<file path="src/rtl/uart_ack_transmitter_if.sv">
// Control handshake between the ext-com controller (master) and the
// UART ACK transmitter (slave).
interface uart_ack_transmitter_if #(
   parameter int DATA_WIDTH = 8
);
   logic                  start;
   logic [DATA_WIDTH-1:0] data_in;
   logic                  ready;
   logic                  done;
   logic                  fail;

   modport master (output start, data_in, input  ready, done, fail);
   modport slave  (input  start, data_in, output ready, done, fail);
endinterface

</file>
<file path="src/rtl/uart_ack_transmitter.sv">
// UART sender with ACK wait and timed retransmission; reports done on ACK or fail on exhaustion.
// Optional UART_ACK_TX_STATS_EN exposes the frame count of the current/last transfer as attempts_out.
module uart_ack_transmitter #(
   parameter int                    CLK_FREQ         = 50_000_000,
   parameter int                    BAUD_RATE        = 230400,
   parameter int                    DATA_WIDTH       = 8,
   parameter int                    RETRANSMIT_COUNT = 5,
   parameter int                    ACK_TIMEOUT      = 1,
   parameter logic [DATA_WIDTH-1:0] ACK_BYTE         = 8'b11001100
) (
   input  logic                   clk,
   input  logic                   rst,
   uart_ack_transmitter_if.slave  ctl,
   output logic                   tx,
   input  logic                   rx
`ifdef UART_ACK_TX_STATS_EN
   ,
   output logic [$clog2(RETRANSMIT_COUNT+2)-1:0] attempts_out
`endif
);

   localparam int CPB   = CLK_FREQ / BAUD_RATE;
   localparam int HALF  = CPB / 2;
   localparam int TMO   = CLK_FREQ / 1000 * ACK_TIMEOUT;
   localparam int BIT_W = $clog2(CPB);
   localparam int TMO_W = $clog2(TMO);
   localparam int IDX_W = $clog2(DATA_WIDTH);
   localparam int ATT_W = $clog2(RETRANSMIT_COUNT + 2);

   typedef enum logic [2:0] {T_IDLE, T_START, T_DATA, T_STOP, T_WAIT, T_DONE, T_FAIL} tx_state_t;
   typedef enum logic [1:0] {R_IDLE, R_START, R_DATA, R_STOP} rx_state_t;

   tx_state_t             t_state, t_state_n;
   logic [BIT_W-1:0]      t_cnt, t_cnt_n;
   logic [IDX_W-1:0]      t_idx, t_idx_n;
   logic [DATA_WIDTH-1:0] data_q, data_n;
   logic [ATT_W-1:0]      attempts, att_n;
   logic [TMO_W-1:0]      tmo_cnt, tmo_n;
   logic                  tx_n;

   rx_state_t             r_state, r_state_n;
   logic [BIT_W-1:0]      r_cnt, r_cnt_n;
   logic [IDX_W-1:0]      r_idx, r_idx_n;
   logic [DATA_WIDTH-1:0] r_shift, r_shift_n;
   logic                  rx_ack, rx_ack_n;
   logic                  rx_s1, rx_s2, rx_s3;

   logic t_bit_end, r_bit_end, tmo_hit, rx_en, rx_idle;

   assign t_bit_end = (t_cnt == BIT_W'(CPB - 1));
   assign r_bit_end = (r_cnt == BIT_W'(CPB - 1));
   assign tmo_hit   = (tmo_cnt == TMO_W'(TMO - 1));
   assign rx_en     = (t_state == T_WAIT);
   assign rx_idle   = (r_state == R_IDLE);

   assign ctl.ready = (t_state == T_IDLE);
   assign ctl.done  = (t_state == T_DONE);
   assign ctl.fail  = (t_state == T_FAIL);

   // The timeout counter saturates at its last value, so an expiry seen
   // mid-frame stays pending until the receiver returns to idle.
   always_comb begin
      t_state_n = t_state;
      t_cnt_n   = t_cnt;
      t_idx_n   = t_idx;
      data_n    = data_q;
      att_n     = attempts;
      tmo_n     = tmo_cnt;
      case (t_state)
         T_IDLE: if (ctl.start) begin
            t_state_n = T_START;
            data_n    = ctl.data_in;
            att_n     = '0;
            t_cnt_n   = '0;
         end
         T_START: begin
            t_cnt_n = t_cnt + 1'b1;
            if (t_bit_end) begin
               t_cnt_n   = '0;
               t_idx_n   = '0;
               t_state_n = T_DATA;
            end
         end
         T_DATA: begin
            t_cnt_n = t_cnt + 1'b1;
            if (t_bit_end) begin
               t_cnt_n = '0;
               if (t_idx == IDX_W'(DATA_WIDTH - 1)) t_state_n = T_STOP;
               else                                 t_idx_n   = t_idx + 1'b1;
            end
         end
         T_STOP: begin
            t_cnt_n = t_cnt + 1'b1;
            if (t_bit_end) begin
               t_cnt_n   = '0;
               att_n     = attempts + 1'b1;
               tmo_n     = '0;
               t_state_n = T_WAIT;
            end
         end
         T_WAIT: begin
            if (rx_ack) t_state_n = T_DONE;
            else if (tmo_hit) begin
               if (rx_idle) begin
                  if (attempts <= ATT_W'(RETRANSMIT_COUNT)) begin
                     t_state_n = T_START;
                     t_cnt_n   = '0;
                  end else begin
                     t_state_n = T_FAIL;
                  end
               end
            end else begin
               tmo_n = tmo_cnt + 1'b1;
            end
         end
         T_DONE:  t_state_n = T_IDLE;
         T_FAIL:  t_state_n = T_IDLE;
         default: t_state_n = T_IDLE;
      endcase

      tx_n = 1'b1;
      if (t_state_n == T_START)     tx_n = 1'b0;
      else if (t_state_n == T_DATA) tx_n = data_q[t_idx_n];
   end

   // Receiver is held idle outside the ACK window so stray traffic never decodes.
   always_comb begin
      r_state_n = r_state;
      r_cnt_n   = r_cnt;
      r_idx_n   = r_idx;
      r_shift_n = r_shift;
      rx_ack_n  = 1'b0;
      if (!rx_en) begin
         r_state_n = R_IDLE;
      end else begin
         case (r_state)
            R_IDLE: if (rx_s3 && !rx_s2) begin
               r_state_n = R_START;
               r_cnt_n   = '0;
            end
            R_START: begin
               r_cnt_n = r_cnt + 1'b1;
               if (r_cnt == BIT_W'(HALF - 1)) begin
                  r_cnt_n = '0;
                  r_idx_n = '0;
                  r_state_n = rx_s2 ? R_IDLE : R_DATA;
               end
            end
            R_DATA: begin
               r_cnt_n = r_cnt + 1'b1;
               if (r_bit_end) begin
                  r_cnt_n   = '0;
                  r_shift_n = {rx_s2, r_shift[DATA_WIDTH-1:1]};
                  if (r_idx == IDX_W'(DATA_WIDTH - 1)) r_state_n = R_STOP;
                  else                                 r_idx_n   = r_idx + 1'b1;
               end
            end
            R_STOP: begin
               r_cnt_n = r_cnt + 1'b1;
               if (r_bit_end) begin
                  r_cnt_n   = '0;
                  r_state_n = R_IDLE;
                  rx_ack_n  = rx_s2 && (r_shift == ACK_BYTE);
               end
            end
            default: r_state_n = R_IDLE;
         endcase
      end
   end

   always_ff @(posedge clk) begin
      if (rst) begin
         t_state  <= T_IDLE;
         t_cnt    <= '0;
         t_idx    <= '0;
         data_q   <= '0;
         attempts <= '0;
         tmo_cnt  <= '0;
         tx       <= 1'b1;
         rx_s1    <= 1'b1;
         rx_s2    <= 1'b1;
         rx_s3    <= 1'b1;
         r_state  <= R_IDLE;
         r_cnt    <= '0;
         r_idx    <= '0;
         r_shift  <= '0;
         rx_ack   <= 1'b0;
      end else begin
         t_state  <= t_state_n;
         t_cnt    <= t_cnt_n;
         t_idx    <= t_idx_n;
         data_q   <= data_n;
         attempts <= att_n;
         tmo_cnt  <= tmo_n;
         tx       <= tx_n;
         rx_s1    <= rx;
         rx_s2    <= rx_s1;
         rx_s3    <= rx_s2;
         r_state  <= r_state_n;
         r_cnt    <= r_cnt_n;
         r_idx    <= r_idx_n;
         r_shift  <= r_shift_n;
         rx_ack   <= rx_ack_n;
      end
   end

`ifdef UART_ACK_TX_STATS_EN
   assign attempts_out = attempts;
`else
`endif

endmodule

</file>
<file path="src/flat_wrapper.sv">
// flat-port wrapper written by rule: the top's interface ports become plain ports
module uart_ack_transmitter_flat 
#(
   parameter int                    CLK_FREQ         = 50_000_000,
   parameter int                    BAUD_RATE        = 230400,
   parameter int                    DATA_WIDTH       = 8,
   parameter int                    RETRANSMIT_COUNT = 5,
   parameter int                    ACK_TIMEOUT      = 1,
   parameter logic [DATA_WIDTH-1:0] ACK_BYTE         = 8'b11001100
)
  (clk, rst, tx, rx, ctl_start, ctl_data_in, ctl_ready, ctl_done, ctl_fail);
  uart_ack_transmitter_if #(.DATA_WIDTH(DATA_WIDTH)) ctl_i ();
  input  logic clk;
  input  logic rst;
  output logic tx;
  input  logic rx;
  input wire logic [$bits(ctl_i.start)-1:0] ctl_start;
  input wire logic [$bits(ctl_i.data_in)-1:0] ctl_data_in;
  output wire logic [$bits(ctl_i.ready)-1:0] ctl_ready;
  output wire logic [$bits(ctl_i.done)-1:0] ctl_done;
  output wire logic [$bits(ctl_i.fail)-1:0] ctl_fail;
  assign ctl_i.start = ctl_start;
  assign ctl_i.data_in = ctl_data_in;
  assign ctl_ready = ctl_i.ready;
  assign ctl_done = ctl_i.done;
  assign ctl_fail = ctl_i.fail;
  uart_ack_transmitter #(.CLK_FREQ(CLK_FREQ), .BAUD_RATE(BAUD_RATE), .DATA_WIDTH(DATA_WIDTH), .RETRANSMIT_COUNT(RETRANSMIT_COUNT), .ACK_TIMEOUT(ACK_TIMEOUT), .ACK_BYTE(ACK_BYTE)) u_core (.clk(clk), .rst(rst), .ctl(ctl_i), .tx(tx), .rx(rx));
endmodule
</file>
<file path="config.mk">
export PLATFORM = sky130hd
export DESIGN_NAME = uart_ack_transmitter_flat
export DESIGN_NICKNAME = d
export VERILOG_FILES = /design/src/rtl/uart_ack_transmitter_if.sv /design/src/rtl/uart_ack_transmitter.sv /design/src/flat_wrapper.sv
export SDC_FILE = /design/constraint.sdc
export NUM_CORES = 1
export LEC_CHECK = 0
export BUFFER_PORTS_ARGS = -buffer_cell sky130_fd_sc_hd__buf_2
export CAP_MARGIN = 0
export CORE_UTILIZATION = 30
export CTS_CLUSTER_DIAMETER = 80
export DETAILED_ROUTE_END_ITERATION = 10
export GPL_ROUTABILITY_DRIVEN = 0
export SLEW_MARGIN = 0
export SYNTH_ARGS = -nofsm -noshare
export SYNTH_HDL_FRONTEND = slang
export SYNTH_SLANG_ARGS = --single-unit
</file>
<file path="constraint.sdc">
create_clock -name clk -period 2.4 [get_ports clk]
set_input_delay 0.12 -clock clk [delete_from_list [all_inputs] [get_ports clk]]
set_output_delay 0.12 -clock clk [all_outputs]
set_load 0.01 [all_outputs]
</file>
==> impl_metrics.env, run 1 <==
export IMPL_outcome="complete, no violations"
export IMPL_yosysMostFrequentCell="sky130_fd_sc_hd__dfxtp_1"
export IMPL_synthTopCellsByCount="sky130_fd_sc_hd__dfxtp_1 (67), sky130_fd_sc_hd__nor2_1 (64), sky130_fd_sc_hd__nand2_1 (43)"
export IMPL_grt_first_pass_wirelength_microns=12520
export IMPL_grt_setup_unrepaired="true"
export IMPL_synth_yosys_warnings=0
export IMPL_synthesized_flop_and_latch_total=67
export IMPL_crit_chain="inv_1 -> ha_1 -> nand4bb_4 -> nor4_4 -> a31oi_2 -> nor4b_2 -> nand2_1 -> xor2_1 -> nor2_1"
export IMPL_antenna_cells=0
export IMPL_initial_utilization=0.3112
export IMPL_fmaxAchievable_mhz=448.7
export IMPL_syn_num_nets=436
export IMPL_dominantRegCellSynth="sky130_fd_sc_hd__dfxtp_1"
export IMPL_r2r_start="u_core.t_cnt[0]"
export IMPL_postSynthCellCount=414
export IMPL_ir_drop_mv=0.3973
export IMPL_crit_path_max_fanout=6
export IMPL_cap_violations=0
export IMPL_critical_path_arrival_ps=2440
export IMPL_cell_count_after_placement=563
export IMPL_detail_route_wirelength_met1_microns=3420
export IMPL_die_footprint_sq_um=11830
export IMPL_final_cell_count_no_fill=580
export IMPL_totalWireLength_microns=7182
export IMPL_synthTopCellsByArea="sky130_fd_sc_hd__dfxtp_1 (39%), sky130_fd_sc_hd__nor2_1 (7.0%), sky130_fd_sc_hd__nand2_1 (4.7%)"
export IMPL_rows=38
export IMPL_pwr_density_cell_nw_per_um2=602.3
export IMPL_holdCritStartpoint="ctl_data_in[0]"
export IMPL_design_portCount=16
export IMPL_number_of_nets_in_the_layout=457
export IMPL_share_comb_of_total_power=0.042
export IMPL_met2WireLength_microns=3294
export IMPL_whs_path_depth=3
export IMPL_globalRouteOverflowTotal=0
export IMPL_finalHoldViolations=0
export IMPL_sum_of_met3_wire_segment_lengths_after_detailed_routing_microns=321
export IMPL_final_setup_tns_ps=0
export IMPL_clock_tree_htree_level_count=3
export IMPL_synthesis_area_sq_um=3418
export IMPL_number_of_buffers_inserted_during_clock_tree_synthesis=9
export IMPL_cpLargestDelayFamily="simple AND/OR/NAND/NOR gates"
export IMPL_startpoint_kind_of_the_worst_setup_timing_path="flip-flop"
export IMPL_worstSetupEndpointType="flip-flop"
export IMPL_drt_drc_violations_left=0
export IMPL_final_critical_delay_including_setup_and_external_delays_ps=2229
export IMPL_power_switching_fraction=0.2183
export IMPL_power_static_leakage_nw=1.368
export IMPL_clock_root_buffer="sky130_fd_sc_hd__clkbuf_16"
export IMPL_post_cts_buffers=0
export IMPL_worst_hold_path_type="input pin to flip-flop"
export IMPL_die_width_microns=108.7
export IMPL_tritoncts="done"
export IMPL_port_buffer_count=15
export IMPL_synth_top_area_share=0.3924
export IMPL_pre_cts_slack_ps=137.2
export IMPL_clock_path_buffers=2
export IMPL_hpwl_microns=5174
export IMPL_viasPerCell=4.995
export IMPL_min_to="u_core.data_q[0]"
export IMPL_firstDrtPassIters=5
export IMPL_power_switching_uw=519.3
export IMPL_synth_async_sr_flop_share=0
export IMPL_layout_worst_path_cycle_share=0.9287
export IMPL_globalRouteTotalUtil=0.1349
export IMPL_first_global_vias=2811
export IMPL_final_hold_worst_slack_ps=33.11
export IMPL_timing_critical_path_slowest_cell_delay_ps=430
export IMPL_clock_power_share=0.479
export IMPL_fp_coreArea_sq_um=10980
export IMPL_antenna_violations_before_repair=0
export IMPL_maxUsedRoutingLayer="met4"
export IMPL_cts_num_sinks=67
export IMPL_setup_slack_ps=171.1
export IMPL_netlist_top_cell_by_area="sky130_fd_sc_hd__dfxtp_1"
export IMPL_worst_r2r_cell_count=9
export IMPL_grt_max_degree=27
export IMPL_finalClockSkew_ps=6.176
export IMPL_max_slew_worst_pin_slew_ps=638.5
export IMPL_rrSetupSlack_ps=170
export IMPL_critical_path_slowest_cell="sky130_fd_sc_hd__nor4b_2"
export IMPL_final_fill_count=1115
export IMPL_yosys_cell_types_count=59
export IMPL_drive_gt1_frac=0.1318
export IMPL_criticalPathCategory="flip-flop to flip-flop"
export IMPL_slew_violations=0
export IMPL_data_required_time_at_the_worst_endpoint_ps=2610
export IMPL_ant_nets=0
export IMPL_floorplan_die_height_microns=108.7
export IMPL_syn_avg_cell_area_sq_um=8.257
export IMPL_clk_pin_slew_ps=50
export IMPL_internal_power_mw=1.860
export IMPL_synth_seq_area_share=0.3924
export IMPL_iteration_0_drc_count_of_the_detailed_router=136
export IMPL_synth_enable_flop_cells=0
export IMPL_timing_rr_end="u_core.tmo_cnt[10]"
export IMPL_clock_insertion_delay_worst_skew_ps=330
export IMPL_path_buf_inv=1
export IMPL_areaGrowthSynthToFinish_pct=15.56
export IMPL_relSlewSlack=0.5707
export IMPL_vias=2897
export IMPL_total_setup_violations_reported_at_the_end_of_the_flow=0
export IMPL_routed_wire_length_per_instance_microns=12.38
export IMPL_power_share_sequential=0.479
==> repair_timing <==
item | CTS | global route
endpoints found under the setup margin | 0 | 4
resized for setup | 0 | 3
hold endpoints to repair | 1 | 0
hold buffers | 1 | 0
==> power by group through the flow <==
stage / combinational [mW] / clock (mW) / sequential (mW)
after floorplan: 0.0718 / 0 / 1.16
after global placement: 0.0985 / 0 / 1.16
after detailed placement: 0.0996 / 0 / 1.16
after CTS: 0.101 / 1.17 / 1.14
after global routing: 0.113 / 1.22 / 1.14
final: 0.100 / 1.14 / 1.14
==> cell type report <==
type / count / area [sq um] / area share
multi-input combinational: 318 / 1968 / 0.4983
sequential: 67 / 1343 / 0.3399
clock buffer: 13 / 240.2 / 0.06082
tap: 140 / 175.2 / 0.04435
timing repair buffer: 26 / 160.2 / 0.04054
inverter: 13 / 48.80 / 0.01235
clock inverter: 3 / 15.01 / 0.003801
==> kinds of logic after synthesis <==
family                   share of synthesized area
AND/OR/NAND/NOR                             0.3254
AO/OA/AOI/OAI                               0.1354
flip-flops                                  0.3924
buffers and inverters                      0.03551
XOR/XNOR                                   0.05125
adder cells (fa/ha/maj)                    0.03660
multiplexers                               0.02343
==> worst max path at each step <==
stage                  startpoint                 end  slack [ps]  cells past startpoint
2_1_floorplan     u_core.t_cnt[0]  u_core.tmo_cnt[11]         350                      9
3_3_place_gp   u_core.tmo_cnt[11]     u_core.t_cnt[3]         210                      7
4_1_cts        u_core.tmo_cnt[11]     u_core.t_cnt[4]         130                      7
6_report          u_core.t_cnt[0]  u_core.tmo_cnt[10]         170                      9
3_5_place_dp   u_core.tmo_cnt[11]     u_core.t_cnt[4]         140                      7
5_1_grt         u_core.tmo_cnt[0]     u_core.t_cnt[4]          -3                      8
==> registers in the layout, indices dropped and copies added, names as in the netlist, named ones only <==
signal,cells
u_core.rx_s3,1
u_core.r_idx,3
u_core.rx_s1,1
u_core.r_cnt,8
u_core.r_shift,8
u_core.t_idx,3
u_core.rx_s2,1
u_core.t_state,3
u_core.tx,1
u_core.t_cnt,8
u_core.data_q,8
u_core.attempts,3
u_core.r_state,1
u_core.tmo_cnt,16
u_core.rx_ack,1
==> per-layer routing <==
layer / vias to the layer above / GRT usage
met5: - / 0
met4: 0 / 0.05019
met3: 15 / 0.04722
met2: 43 / 0.2211
met1: 1340 / 0.1620
li1: 1499 / -
==> per-stage QoR <==
step	util	cell area, sq um	power [mW]
CTS	0.3584	3936	2.416
detailed placement	0.3342	3671	1.263
floorplan	-	3418	1.230
finish	0.3596	3950	2.379
global route	0.3596	3950	2.475
global placement	0.3342	3671	1.261
==> worst reg2reg max path, delay by kind of cell (launching register included) <==
| family | cells | cell delay, ps |
|---|---|---|
| flip-flops | 1 | 350 |
| AND/OR/NAND/NOR | 5 | 1170 |
| AO/OA/AOI/OAI | 1 | 140 |
| adder cells (fa/ha/maj) | 1 | 220 |
| XOR/XNOR | 1 | 140 |
| buffers and inverters | 1 | 90 |
==> layout by cell type (no fill, tap or decap), drive strengths merged, types with 10 or more instances in the layout <==
cell type | Yosys | final
dfxtp | 67 | 67
o21ai | 16 | 16
clkbuf | 11 | 13
inv | 13 | 13
ha | 10 | 10
buf | 5 | 25
nor2 | 65 | 65
xor2 | 14 | 14
nand2 | 43 | 43
nand3 | 19 | 19
a21oi | 29 | 29
(Power assumes the default switching activity.)
==> inputs of run 2 (changes only) <==
SETUP_SLACK_MARGIN = 0.5   (was default)
==> run 2 against run 1 <==
Against the previous run:
- first-iteration DRC count shrank 1.5%
- routed wire length grew 14%
- register-to-register slack gained 170 ps
- setup slack gained 170 ps
- clock skew grew 3.4 ps
- sequential cell count is the same
- clock power grew 18%
- cell count grew 3.6%
==> impl_metrics.env, run 2 (synthesis results as in run 1) <==
export IMPL_number_of_buffers_inserted_during_clock_tree_synthesis=9
export IMPL_largest_register_ffs=16
export IMPL_vias=3095
export IMPL_finalClockSkew_ps=9.535
export IMPL_floorplan_die_height_microns=108.7
export IMPL_initial_utilization=0.3112
export IMPL_whs_path_depth=3
export IMPL_critical_path_arrival_ps=2300
export IMPL_routed_wire_length_per_instance_microns=13.57
export IMPL_finalHoldViolations=0
export IMPL_worstSetupEndpointType="flip-flop"
export IMPL_clock_tree_htree_level_count=3
export IMPL_report_power_total_mw=2.616
export IMPL_layout_worst_path_cycle_share=0.8599
export IMPL_globalRouteOverflowTotal=0
export IMPL_fp_coreArea_sq_um=10980
export IMPL_iteration_0_drc_count_of_the_detailed_router=134
export IMPL_hpwl_microns=5154
export IMPL_final_cell_count_no_fill=601
export IMPL_drt_drc_violations_left=0
export IMPL_design_portCount=16
export IMPL_layout_core_utilization=0.4175
export IMPL_clock_insertion_delay_worst_skew_ps=330
export IMPL_final_critical_delay_including_setup_and_external_delays_ps=2064
export IMPL_holdCritStartpoint="ctl_data_in[3]"
export IMPL_layout_common_cells="sky130_fd_sc_hd__nor2_1 (61), sky130_fd_sc_hd__dfxtp_1 (51), sky130_fd_sc_hd__nand2_1 (40)"
export IMPL_relSlewSlack=0.5925
export IMPL_antenna_violations_before_repair=0
export IMPL_globalRouteTotalUtil=0.1462
export IMPL_criticalPathCategory="flip-flop to flip-flop"
export IMPL_outcome="complete, no violations"
export IMPL_layout_commonest_cell="sky130_fd_sc_hd__nor2_1"
export IMPL_crit_path_max_fanout=2
export IMPL_rrSetupSlack_ps=340
export IMPL_worst_hold_path_type="input pin to flip-flop"
export IMPL_firstDrtPassIters=4
export IMPL_ant_nets=0
export IMPL_largest_register="u_core.tmo_cnt"
export IMPL_min_to="u_core.data_q[3]"
export IMPL_multi_input_comb_area_sq_um=2292
export IMPL_drive_gt1_frac=0.3189
export IMPL_power_static_leakage_nw=1.580
export IMPL_tritoncts="done"
export IMPL_ir_drop_mv=0.5412
export IMPL_timing_rr_end="u_core.tx"
export IMPL_cap_violations=0
export IMPL_totalWireLength_microns=8156
export IMPL_ff_latch_area_sq_um=1379
export IMPL_total_setup_violations_reported_at_the_end_of_the_flow=0
export IMPL_startpoint_kind_of_the_worst_setup_timing_path="flip-flop"
export IMPL_grt_setup_unrepaired="true"
export IMPL_viasPerCell=5.150
export IMPL_clock_root_buffer="sky130_fd_sc_hd__clkbuf_16"
export IMPL_die_footprint_sq_um=11830
export IMPL_clock_path_buffers=2
export IMPL_rows=38
export IMPL_pre_cts_slack_ps=104.4
export IMPL_number_of_nets_in_the_layout=478
export IMPL_grt_first_pass_wirelength_microns=13770
export IMPL_antenna_cells=0
export IMPL_die_width_microns=108.7
export IMPL_worst_r2r_cell_count=7
export IMPL_data_required_time_at_the_worst_endpoint_ps=2630
export IMPL_slew_violations=0
export IMPL_grt_max_degree=27
export IMPL_fmaxAchievable_mhz=484.5
export IMPL_max_slew_worst_pin_slew_ps=611.3
export IMPL_final_fill_count=1031
export IMPL_areaGrowthSynthToFinish_pct=34.15
export IMPL_first_global_vias=2960
export IMPL_r2r_start="u_core.tmo_cnt[13]"
export IMPL_setup_slack_ps=336.1
export IMPL_cell_count_after_placement=559
export IMPL_pwr_density_cell_nw_per_um2=570.5
export IMPL_clk_pin_slew_ps=60
export IMPL_cts_num_sinks=67
export IMPL_final_setup_tns_ps=0
export IMPL_port_buffer_count=15
-- run 2: how the worst max path moves through the flow --
stage                  startpoint            endpoint  slack [ps]
2_1_floorplan     u_core.r_cnt[0]   u_core.r_state[0]         440
5_1_grt         u_core.tmo_cnt[9]  u_core.tmo_cnt[15]         270
3_5_place_dp   u_core.tmo_cnt[12]     u_core.t_cnt[3]         100
3_3_place_gp   u_core.tmo_cnt[12]     u_core.t_cnt[4]         220
4_1_cts           u_core.r_cnt[0]     u_core.r_idx[0]         370
6_report       u_core.tmo_cnt[13]           u_core.tx         340
-- run 2: stage by stage --
step	hold slack, ps	cell area [sq um]
final	18.42	4586
after global routing	11.91	4586
after CTS	12.40	4292
after detailed placement	311.7	3661
after global placement	314.6	3661
after floorplan	223.8	3438
-- run 2: what timing repair did --
action | CTS | global route
pin swaps | 21 | 37
resized for setup | 52 | 57
hold buffers | 1 | 0
endpoints found under the hold margin | 1 | 0
endpoints found under the setup margin | 45 | 43
buffers inserted | 15 | 10
-- run 2: final cells by class --
cell class                 count  area share
clock inverter                 7     0.01828
multi-input combinational    318      0.4999
timing repair buffer          47     0.08104
clock buffer                   9     0.04911
inverter                      13     0.01282
sequential                    67      0.3007
tap                          140     0.03820
-- run 2: report_power, final --
group          leakage, nW  internal [mW]  switching, mW
Combinational        0.880         0.0538         0.0763
Sequential           0.552           1.12         0.0118
Clock                0.149          0.822          0.533
Total                 1.58           2.00          0.621
-- run 2: worst max-delay path: stages, from the launching register on --
cell and delay, ps:
sky130_fd_sc_hd__dfxtp_4 360, sky130_fd_sc_hd__nor4b_4 320, sky130_fd_sc_hd__nand4_1 230, sky130_fd_sc_hd__o41ai_4 440, sky130_fd_sc_hd__or2b_1 280, sky130_fd_sc_hd__a21oi_1 130, sky130_fd_sc_hd__o21a_1 150, sky130_fd_sc_hd__nand2_1 50
-- run 2: per-layer routing --
layer | wire, microns | track usage | vias to the layer above | part of all wire
met4 | 93 | 0.04923 | 0 | 0.011
met5 | 0 | 0 | - | 0
met1 | 3612 | 0.1784 | 1497 | 0.44
met2 | 4195 | 0.2509 | 48 | 0.51
met3 | 255 | 0.03467 | 10 | 0.031
li1 | - | - | 1540 | -
